[src/rtl/mc_pkg.sv]
// Shared encodings for the multicycle control unit: FSM states, opcodes, ALUOp and ALUControl codes.
// Latency: n/a (types and constants only).
// Backpressure: n/a.
package mc_pkg;

    // FSM states; encodings are visible on the debug port and must stay fixed
    typedef enum logic [3:0] {
        S_FETCH    = 4'd0,
        S_DECODE   = 4'd1,
        S_MEMADR   = 4'd2,
        S_MEMREAD  = 4'd3,
        S_MEMWB    = 4'd4,
        S_MEMWRITE = 4'd5,
        S_EXECR    = 4'd6,
        S_EXECI    = 4'd7,
        S_JAL      = 4'd8,
        S_ALUWB    = 4'd9,
        S_BEQ      = 4'd10
    } state_t;

    localparam logic [6:0] OP_LW  = 7'b0000011;
    localparam logic [6:0] OP_SW  = 7'b0100011;
    localparam logic [6:0] OP_R   = 7'b0110011;
    localparam logic [6:0] OP_I   = 7'b0010011;
    localparam logic [6:0] OP_JAL = 7'b1101111;
    localparam logic [6:0] OP_BEQ = 7'b1100011;

    // ALUOp: what the main FSM asks of the ALU decoder
    typedef enum logic [1:0] {
        ALUOP_ADD   = 2'b00,
        ALUOP_SUB   = 2'b01,
        ALUOP_FUNCT = 2'b10
    } alu_op_t;

    localparam logic [2:0] ALU_ADD = 3'b000;
    localparam logic [2:0] ALU_SUB = 3'b001;
    localparam logic [2:0] ALU_AND = 3'b010;
    localparam logic [2:0] ALU_OR  = 3'b011;
    localparam logic [2:0] ALU_SLT = 3'b101;

    // funct3 values the ALU supports for R/I-type (add/sub, slt, or, and)
    function automatic logic funct3_supported(input logic [2:0] f3);
        return (f3 == 3'b000) || (f3 == 3'b010) || (f3 == 3'b110) || (f3 == 3'b111);
    endfunction

endpackage

[src/rtl/mc_controller_alu_decoder.sv]
// Maps ALUOp plus instruction fields to the 3-bit ALUControl code.
// Latency: purely combinational, zero cycles.
// Backpressure: none; follows its inputs every cycle.
module alu_decoder
    import mc_pkg::*;
(
    input  alu_op_t     alu_op,
    input  logic        op_b5,
    input  logic [2:0]  funct3,
    input  logic        funct7b5,
    output logic [2:0]  alu_control
);

    // Decode the ALU operation; sub only for R-type (op[5]) with funct7[5] set
    always_comb begin
        alu_control = ALU_ADD;
        case (alu_op)
            ALUOP_ADD: alu_control = ALU_ADD;
            ALUOP_SUB: alu_control = ALU_SUB;
            ALUOP_FUNCT: begin
                case (funct3)
                    3'b000:  alu_control = (op_b5 && funct7b5) ? ALU_SUB : ALU_ADD;
                    3'b010:  alu_control = ALU_SLT;
                    3'b110:  alu_control = ALU_OR;
                    3'b111:  alu_control = ALU_AND;
                    default: alu_control = ALU_ADD;
                endcase
            end
            default: alu_control = ALU_ADD;
        endcase
    end

endmodule

[src/rtl/mc_controller.sv]
// Multicycle RISC-V control FSM: sequences shared ALU, regfile and unified memory per instruction.
// Latency: lw 5, sw/R/I/jal 4, beq 3, illegal 2 cycles; outputs combinational from state and inputs.
// Backpressure: FETCH, MEMREAD and MEMWRITE hold while mem_ready is low, one extra cycle per low cycle.
module mc_controller
    import mc_pkg::*;
(
    input  logic        clk,
    input  logic        rst_n,
    input  logic [6:0]  op,
    input  logic [2:0]  funct3,
    input  logic        funct7b5,
    input  logic        zero,
    input  logic        mem_ready,
    output logic        pc_write,
    output logic        adr_src,
    output logic        mem_write,
    output logic        ir_write,
    output logic        reg_write,
    output logic [1:0]  result_src,
    output logic [1:0]  alu_src_a,
    output logic [1:0]  alu_src_b,
    output logic [1:0]  imm_src,
    output logic [2:0]  alu_control,
    output logic        illegal,
    output logic [3:0]  state
);

    state_t  state_q;
    state_t  state_nxt;
    alu_op_t alu_op;
    logic    pc_write_c;
    logic    ir_write_c;

    // State register: the only storage in the controller
    always_ff @(posedge clk or negedge rst_n) begin
        if (!rst_n) begin
            state_q <= S_FETCH;
        end else begin
            state_q <= state_nxt;
        end
    end

    // Next-state and per-state control decode
    always_comb begin
        state_nxt  = S_FETCH;
        pc_write_c = 1'b0;
        ir_write_c = 1'b0;
        adr_src    = 1'b0;
        mem_write  = 1'b0;
        reg_write  = 1'b0;
        result_src = 2'b00;
        alu_src_a  = 2'b00;
        alu_src_b  = 2'b00;
        alu_op     = ALUOP_ADD;
        illegal    = 1'b0;
        case (state_q)
            S_FETCH: begin
                alu_src_b  = 2'b10;
                result_src = 2'b10;
                if (mem_ready) begin
                    ir_write_c = 1'b1;
                    pc_write_c = 1'b1;
                    state_nxt  = S_DECODE;
                end else begin
                    state_nxt  = S_FETCH;
                end
            end
            S_DECODE: begin
                alu_src_a = 2'b01;
                alu_src_b = 2'b01;
                case (op)
                    OP_LW, OP_SW: state_nxt = S_MEMADR;
                    OP_R: begin
                        if (funct3_supported(funct3)) state_nxt = S_EXECR;
                        else                          illegal   = 1'b1;
                    end
                    OP_I: begin
                        if (funct3_supported(funct3)) state_nxt = S_EXECI;
                        else                          illegal   = 1'b1;
                    end
                    OP_JAL: state_nxt = S_JAL;
                    OP_BEQ: begin
                        if (funct3 == 3'b000) state_nxt = S_BEQ;
                        else                  illegal   = 1'b1;
                    end
                    default: illegal = 1'b1;
                endcase
            end
            S_MEMADR: begin
                alu_src_a = 2'b10;
                alu_src_b = 2'b01;
                state_nxt = op[5] ? S_MEMWRITE : S_MEMREAD;
            end
            S_MEMREAD: begin
                adr_src   = 1'b1;
                state_nxt = mem_ready ? S_MEMWB : S_MEMREAD;
            end
            S_MEMWB: begin
                result_src = 2'b01;
                reg_write  = 1'b1;
                state_nxt  = S_FETCH;
            end
            S_MEMWRITE: begin
                // Strobe stays high for the whole access, including wait cycles
                adr_src   = 1'b1;
                mem_write = 1'b1;
                state_nxt = mem_ready ? S_FETCH : S_MEMWRITE;
            end
            S_EXECR: begin
                alu_src_a = 2'b10;
                alu_src_b = 2'b00;
                alu_op    = ALUOP_FUNCT;
                state_nxt = S_ALUWB;
            end
            S_EXECI: begin
                alu_src_a = 2'b10;
                alu_src_b = 2'b01;
                alu_op    = ALUOP_FUNCT;
                state_nxt = S_ALUWB;
            end
            S_JAL: begin
                alu_src_a  = 2'b01;
                alu_src_b  = 2'b10;
                result_src = 2'b00;
                pc_write_c = 1'b1;
                state_nxt  = S_ALUWB;
            end
            S_ALUWB: begin
                result_src = 2'b00;
                reg_write  = 1'b1;
                state_nxt  = S_FETCH;
            end
            S_BEQ: begin
                alu_src_a  = 2'b10;
                alu_src_b  = 2'b00;
                alu_op     = ALUOP_SUB;
                pc_write_c = zero;
                state_nxt  = S_FETCH;
            end
            default: state_nxt = S_FETCH;
        endcase
    end

    // Immediate format follows the opcode in every state
    always_comb begin
        imm_src = 2'b00;
        case (op)
            OP_SW:   imm_src = 2'b01;
            OP_BEQ:  imm_src = 2'b10;
            OP_JAL:  imm_src = 2'b11;
            default: imm_src = 2'b00;
        endcase
    end

    // FETCH enables depend on mem_ready combinationally; mask them while reset is held
    assign pc_write = pc_write_c & rst_n;
    assign ir_write = ir_write_c & rst_n;
    assign state    = state_q;

    alu_decoder u_alu_decoder (
        .alu_op      (alu_op),
        .op_b5       (op[5]),
        .funct3      (funct3),
        .funct7b5    (funct7b5),
        .alu_control (alu_control)
    );

endmodule

[config.mk]
export PLATFORM = sky130hd
export DESIGN_NAME = mc_controller
export DESIGN_NICKNAME = d
export VERILOG_FILES = /design/src/rtl/mc_pkg.sv /design/src/rtl/mc_controller_alu_decoder.sv /design/src/rtl/mc_controller.sv
export SDC_FILE = /design/constraint.sdc
export NUM_CORES = 1
export LEC_CHECK = 0
export CAP_MARGIN = 20
export CORE_MARGIN = 2
export CORE_UTILIZATION = 40
export DETAILED_ROUTE_END_ITERATION = 16
export PLACE_DENSITY_LB_ADDON = 0.15
export SETUP_SLACK_MARGIN = 0.2
export SYNTH_ARGS = -nofsm -noshare
export SYNTH_HDL_FRONTEND = slang
export SYNTH_SLANG_ARGS = --single-unit
export TNS_END_PERCENT = 1
[constraint.sdc]
create_clock -name clk -period 3.35 [get_ports clk]
set_input_delay 0.67 -clock clk [delete_from_list [all_inputs] [get_ports clk]]
set_output_delay 0.67 -clock clk [all_outputs]
set_load 0.01 [all_outputs]
# Word level (Yosys, flattened, before mapping)
# Index checks and enable logic that the tools add are counted.
# totals
regBits	4
latchBits	0
ramBits	0
romBits	0
input_bits	15
out_inout_bits	21
word_cells	68
n_memories	0
# classes
add_sub_neg	0
n_mul	0
n_div	0
magnitude_cmp	0
eq_ne	21
shifts	0
mux	27
bitwise	2
reduce_logical	17
# op_table
op	n
one-hot mux 4 bit (6 select lines)	1
one-hot mux 4 bit (5 select lines)	1
== test 4 x 3 -> 1 bit, second input constant	4
one-hot mux 2 bit (2 select lines)	4
two-way mux 3 bit	5
== test 7 x 6 -> 1 bit, second input constant	2
== test 7 bit, second input constant	2
OR reduction 2 bit	7
== test 4 bit, second input constant	3
one-hot mux 3 bit (4 select lines)	1
two-way mux 1 bit	10
OR reduction 3 bit	3
== test 4 x 2 -> 1 bit, second input constant	2
== test 7 x 2 -> 1 bit, second input constant	1
== test 7 x 5 -> 1 bit, second input constant	1
== test 3 bit, second input constant	2
one-hot mux 1 bit (3 select lines)	2
one-hot mux 2 bit (3 select lines)	1
one-hot mux 3 bit (2 select lines)	1
== test 4 x 1 -> 1 bit, second input constant	1
zero test 4 bit	1
two-way mux 4 bit	1
OR reduction 4 bit	1
== test 3 x 2 -> 1 bit, second input constant	1
other kinds (6)	9

# Longest topological paths before layout
# depth
depth_word	7
ltp_mapped	7
ltp_nobuf	6

# By module
# Synthesis repeated with hierarchy kept, for this count alone.
# hier_totals
hier_cells	89
area_unflattened_um2	660.6
# by_module_without_submodules
module	n_inst	cells_each	area_each_um2	seq_area_each_um2
mc_controller	1	78	564.3	100.1
alu_decoder	1	11	96.3	0.0

# Worst setup path after synthesis
# OpenSTA, ideal clock, no wires.
# synth_path
path_kind	reg-to-output
from	register state_q[1] (netlist: state[1])
to	output alu_control[2]
t_arrival_ns	1.818
t_required_ns	2.680
setup_slack_ns	0.862
stages_incl_launch_ff	6
path_buffers	2
cell_sequence	dfrtp_1 clkbuf_1 clkbuf_1 and3_1 ha_1 nor4_1
# synth_between
elab_chain_len	5
word_cells_on_any_way	8
classes_between	eq/ne: 5; mux: 2; reduce/logical: 1
# synth_lines
element	line	rtl
start: declaration	mc_controller.sv:28	state_t state_q;
start signal: assignment	mc_controller.sv:39	state_q <= state_nxt;
== test 4 x 3 -> 1 bit	mc_controller.sv:56	case (state_q)
OR reduction 2 bit (no source line)	--	
one-hot mux 2 bit (2 select lines) *	mc_controller.sv:56	
== test 2 bit / == test 2 x 1 -> 1 bit (equally long branches)	mc_controller_alu_decoder.sv:17	case (alu_op)
one-hot mux 3 bit (2 select lines) *	mc_controller_alu_decoder.sv:17	
end: declaration	mc_controller.sv:23	output logic [2:0] alu_control,
# Mark *: on every way between the ends. The rest lies on a longest branch, timed or not.

# Worst setup path after layout
# layout_path
from	input op[2]
to	output imm_src[0]
# layout_between
elab_chain_len	2
word_cells_on_any_way	4
classes_between	eq/ne: 3; mux: 1
# layout_lines
element	line	rtl
start: declaration	mc_controller.sv:9	input logic [6:0] op,
== test 7 bit / == test 7 x 6 -> 1 bit (equally long branches)	mc_controller.sv:147	case (op)
one-hot mux 2 bit (3 select lines) *	mc_controller.sv:147	
end: declaration	mc_controller.sv:22	output logic [1:0] imm_src,
# Marks and branches as above.

==> results.json <==
{
  "status": "finished, final reports clean",
  "critPathMostFrequentCell": "clkdlybuf4s50_1",
  "final_core_util_pct": 69.6,
  "critPathMaxStageDelay_ns": 0.57,
  "path_clk_slew_ns": 0.04,
  "netSwitchingPower_mw": 0.0727,
  "crit_slowest_cell": "clkdlybuf4s50_1",
  "ant_nets": 0,
  "grtUsageTotal_pct": 19.8,
  "totalWireLength_mm": 1.92,
  "vias": 806,
  "core_area_sq_um": 1490,
  "cp-end-kind": "primary output",
  "post_drt_via_cell_ratio": 5.72,
  "internal-power_mw": 0.151,
  "syn_nets": 105,
  "drtPass1Iterations": 4,
  "yosysSeqAreaShare_pct": 15.9,
  "yosysTopAreaCell": "dfrtp_1",
  "timing.critical_path.from_type": "input pin",
  "clk_path_buf_depth": 2,
  "synth_top_area_share_pct": 15.9,
  "period_share_pct": 92.5,
  "min_period_ns": 3.10,
  "synth_area_leaders": "dfrtp_1, nor2_1, nor4_1",
  "clock_skew_ns": 0.000806,
  "fillers": 132,
  "drive_gt1_share_pct": 10.4,
  "crit_arrival_ns": 2.43,
  "hold_class": "in2async",
  "switching_share_pct": 32.5,
  "syn_area_sq_um": 629,
  "rsz0062_at_grt": "false",
  "slew_viol_final": 0,
  "cts_tree": "done",
  "grt_pass1_wl_mm": 2.90,
  "path_max_fanout": 6,
  "dieArea_sq_um": 1910,
  "area_growth_pct": 64.6,
  "finalSetupViolations": 0,
  "num_rows": 14,
  "antenna_found_initial": 0,
  "grt_max_degree": 18,
  "die_h_microns": 43.7,
  "root_buffer": "clkbuf_4",
  "crit_family": "buffers and inverters",
  "die_x_microns": 43.7,
  "final.setup.tns_ns": 0,
  "ios": 36,
  "crit_chain": "clkdlybuf4s50_1 > or3_1 > a211oi_1 > clkdlybuf4s50_1",
  "final_cells": 141,
  "leakagePower_nw": 0.416,
  "cp.required_ns": 2.68,
  "pwr_density_cell_nw_per_um2": 216,
  "clk_latency_ns": 0.24,
  "synth_seq_cells": 4,
  "relSlewSlack_pct": 72.0,
  "fin_hold_ws_ns": 0.663,
  "port-buffer-count": 35,
  "dp_cells": 137,
  "holdBufCountCts": 0,
  "worst_pin_slew_ns": 0.419,
  "grt_pass1_vias": 720,
  "routabilityCongestion": 0.768,
  "total_power_mw": 0.224,
  "cts-htree-levels": 1,
  "multiInputGateArea_sq_um": 484,
  "syn_area_per_cell_sq_um": 7.15,
  "drt-wirelength-per-cell_microns": 13.6,
  "layout.nets": 144,
  "seqCellArea_sq_um": 100,
  "pwr-share-comb_pct": 49.1,
  "cts_inserted_buffers": 3,
  "clock_power_share_pct": 27.2,
  "maxCapViolCount": 0,
  "drc": 0,
  "cts_sinks": 4,
  "hpwl_mm": 1.44,
  "setup.worst_path.class": "in2out",
  "ir_drop_uv": 108,
  "synth_cell_types": 39,
  "worst-path-buf-inv": 2,
  "ys_warn_count": 0,
  "diodes": 0,
  "grt.overflow.total": 0,
  "syn_inst": 88,
  "seqPwrFrac_pct": 23.7,
  "finalHoldViolations": 0,
  "largest_reg_flops": 4,
  "fmax_mhz": 323,
  "drt_iter0_markers": 17,
  "start_util_pct": 42.3
}
==> logic make-up (layout without fill, tap and decap cells) <==
logic type | Yosys count | in the layout | synth area share (%)
compound gates | 18 | 18 | 20.7
buf+inv | 11 | 48 | 7.75
simple gates | 47 | 47 | 42.7
fa+ha+maj | 2 | 2 | 3.98
flops | 4 | 4 | 15.9
mux | 3 | 3 | 4.77
xor+xnor | 3 | 3 | 4.18
==> Yosys cell counts (all sizes together) <==
cell type	count
a211oi	2
a21oi	3
a22oi	1
a311oi	1
a31oi	1
a32o	1
and2	1
and3	4
and3b	1
buf	2
clkbuf	4
dfrtp	4
ha	2
inv	5
mux2i	3
nand2	6
nand2b	5
nand3	1
nor2	12
nor2b	3
nor3	3
nor3b	2
nor4	5
o21a	1
o21ai	3
o21bai	1
o22a	1
o31a	1
o31ai	1
o41ai	1
or3	3
or4b	1
xnor2	2
xor2	1
==> power by group through the flow <==
stage	combinational, mW	clock, mW	sequential (mW)
floorplan	0.0507	0	0.0539
global placement	0.105	0	0.0537
detailed placement	0.107	0	0.0536
CTS	0.108	0.0625	0.0531
global route	0.119	0.0616	0.0536
finish	0.110	0.0610	0.0531
==> worst register-to-register path: cells and delay by family, from the launching register on <==
kind / cells / cell delay, ns
flops: 1 / 0.52
compound gates: 1 / 0.12
simple gates: 3 / 1.06
==> path summary, 6_finish.rpt <==
check | start | slack, ns | to | cells past startpoint
setup / recovery | op[2] | 0.25 | imm_src[0] | 4
hold / removal | rst_n | 0.66 | state[2]$_DFF_PN0_ | 1
setup reg to reg | state[3]$_DFF_PN0_ | 1.57 | state[0]$_DFF_PN0_ | 4
hold reg to reg | state[2]$_DFF_PN0_ | 0.71 | state[3]$_DFF_PN0_ | 2
max in group asynchronous | rst_n | 2.49 | state[0]$_DFF_PN0_ | 1
min in group clk | state[2]$_DFF_PN0_ | 0.71 | state[3]$_DFF_PN0_ | 2
==> layout make-up <==
cell class | count | area share [%]
multi-input combinational | 73 | 46.7
sequential | 4 | 9.66
inverter | 5 | 1.81
timing repair buffer | 40 | 37.7
clock buffer | 3 | 2.17
tap | 16 | 1.93
==> placed cells by master (no fill, tap or decap), drive strengths merged, types with 4 or more instances in the layout <==
cell type	n
clkdlybuf4s50	34
nor2	12
nand2	6
inv	5
nor4	5
buf	5
nand2b	5
and3	4
dfrtp	4
==> metrics by stage <==
step	instance area, sq um	worst slack [ns]
after floorplan	629	0.862
after global placement	1000	0.289
after detailed placement	1000	0.251
after CTS	1020	0.252
after global routing	1040	0.189
final	1040	0.250
==> layer usage <==
metal	vias up	wire [microns]	track usage (%)
met4	0	32	13.3
li1	393	-	-
met3	5	77	0.833
met2	31	996	32.6
met5	-	0	0
met1	377	813	24.7
==> repair_timing <==
item,CTS,global route
gates resized for setup,0,2
buffers inserted,0,1
endpoints found under the setup margin,0,1
(Power assumes the default switching activity.)
==> patch (same flow settings) <==
Reset style: synchronous (`rst_n`), changed in one clocked block.
--- a/src/rtl/mc_controller.sv
+++ b/src/rtl/mc_controller.sv
@@ -32,7 +32,7 @@
     logic    ir_write_c;
 
     // State register: the only storage in the controller
-    always_ff @(posedge clk or negedge rst_n) begin
+    always_ff @(posedge clk) begin
         if (!rst_n) begin
             state_q <= S_FETCH;
         end else begin
Behaviour: differs if rst_n is asserted again (counterexample within 4 cycles, from zero or initial values and one cycle with rst_n low); with rst_n held inactive, the same outputs for 10 cycles.
==> patch against the unedited design <==
Total power is 19% lower. Cell count is 5.7% higher. Worst setup slack better by 95 ps. Final area is 2.2% higher. Routed wire length decreased by 7.7%. Sequential cell count stayed put. Area after synthesis up 12%. Critical path type unchanged. Synthesized cell count grew 14%. Combinational power fell by 39%. Global-route usage shrank 2.3 points. Sequential share of layout area shrank 2.1 points. Register-to-register slack gained 50 ps.
==> patch: results (changes against the unedited design) <==
grt:
  grt_pass1_vias: 671  # -6.8%
  grt_usage_pct: 17.4  # -2.3 points
  grt_pass1_wl_mm: 2.77  # -4.5%
  grt_max_degree: 22  # +4
  antenna_found_initial: 0  # unchanged
finish:
  num_antenna_cells: 0  # unchanged
  fin_nets: 151  # +4.9%
  drive_gt1_share_pct: 8.33  # -2.1 points
synth:
  syn_nets: 117  # +11%
  async_reset_ff_share_pct: 0  # -100 points
  ys.flop_type: "dfxtp_1"
  ys_top_cells_by_area: "dfxtp_1 (11%), nor2_1 (6.4%), a21oi_1 (5.0%), nand2_1 (4.8%), buf_2 (4.3%)"
  synth_warnings: 0  # unchanged
  synthTopCellsByCount: "nor2_1 (12), nand2_1 (9), a21oi_1 (7), inv_1 (7), buf_2 (6)"
  synth.distinct_cells: 43  # +10%
  ys_seq_area_share_pct: 11.4  # -4.5 points
sta:
  hold_slack_ps: 718  # +54.2 ps
  fin_skew_ps: 5.48  # +4.68 ps
  max_slew_margin_pct: 52.7  # -19 points
  fin_crit_ps: 3010  # -94.7 ps
placement:
  dpl.hpwl_mm: 1.32  # -8.0%
  place.gp.congestion: 0.761  # -0.95%
  post-place-ws_ps: 354  # +102 ps
  portBuffers: 35  # unchanged
routing:
  drtPass1Iterations: 5  # +1
  via_per_inst: 5.52  # -3.5%
  wirelength_mm: 1.77  # -7.7%
worst_setup_path:
  worst-setup-path-type: "input port to output port"
  r2r-end: "state[0]"
  worstPathArrival_ps: 2340  # -90 ps
  cp_max_fo: 6  # unchanged
  timing.rr.start: "state[0]"
  cpPeakStageDelay_ps: 570  # about the same
  r2r_slack_ps: 1620  # +50 ps
clocking:
  cts_root_buffer: "clkbuf_4"
  clk_latency_ps: 240  # about the same
  post-cts-setup-buffer-count: 0  # unchanged
  path_clk_slew_ps: 40  # about the same
hold_path:
  min_from: "state[2]"
  min_path_type: "flip-flop to flip-flop"
  hold_path_end: "state[3]"
pwr:
  p_leak_nw: 0.380  # -8.7%
  power.internal_uw: 129  # -15%
  vdd_drop_max_uv: 134  # +24%
status:
  status: "complete, no violations"
patch: cell count changes after synthesis, moves of 3 or more:
cell,delta
mux2i_1,-3
nand2_1,+3
a21oi_1,+4
nor4_1,-4
clkbuf_1,-4
buf_2,+6
dfrtp_1,-4
dfxtp_1,+4
patch: layer usage:
metal	global-route usage [%]	wire length, µm	vias to the layer above
met5	0	0	-
li1	-	-	423
met1	21.3	783	364
met3	1.59	85	2
met2	30.8	893	33
met4	6.86	10	0
patch: metrics by stage:
step	cell area [µm²]	cells
floorplan	702	100
global placement	1040	146
detailed placement	1040	146
CTS	1060	149
global route	1060	149
finish	1060	149
patch: worst max-delay path by stage:
stage | endpoint | start | cells past startpoint
finish | illegal | op[5] | 6
CTS | illegal | op[5] | 6
global route | alu_control[0] | state[3] | 6
detailed placement | illegal | op[5] | 6
global placement | illegal | op[5] | 6
floorplan | alu_control[0] | state[3] | 7
patch: power groups by stage:
stage          Combinational (mW)  Sequential [mW]  Clock [mW]
6_report                   0.0676           0.0533      0.0603
5_1_grt                    0.0738           0.0537      0.0654
4_1_cts                    0.0678           0.0532      0.0626
3_5_place_dp               0.0674           0.0540           0
3_3_place_gp               0.0666           0.0539           0
2_1_floorplan              0.0343           0.0505           0
patch: worst max-delay path: cells and delay by family:
kind / cells / cell delay (ps)
buffers and inverters: 2 / 1040
and+or+nand+nor: 2 / 400
AOI/OAI and AO/OA: 2 / 220
patch: logic make-up after synthesis:
family	count (synthesis)	synth area share, %
mux	1	2.14
fa+ha+maj	2	3.56
compound gates	24	23.5
flops	4	11.4
simple gates	51	44.4
buf+inv	15	11.2
xor+xnor	3	3.74
patch: cell type report:
class | count | area (µm²)
clock buffer | 3 | 22.5
fill | 163 | 631
inverter | 7 | 26.3
multi-input combinational | 81 | 543
sequential | 4 | 80.1
tap | 17 | 21.3
timing repair buffer | 37 | 365
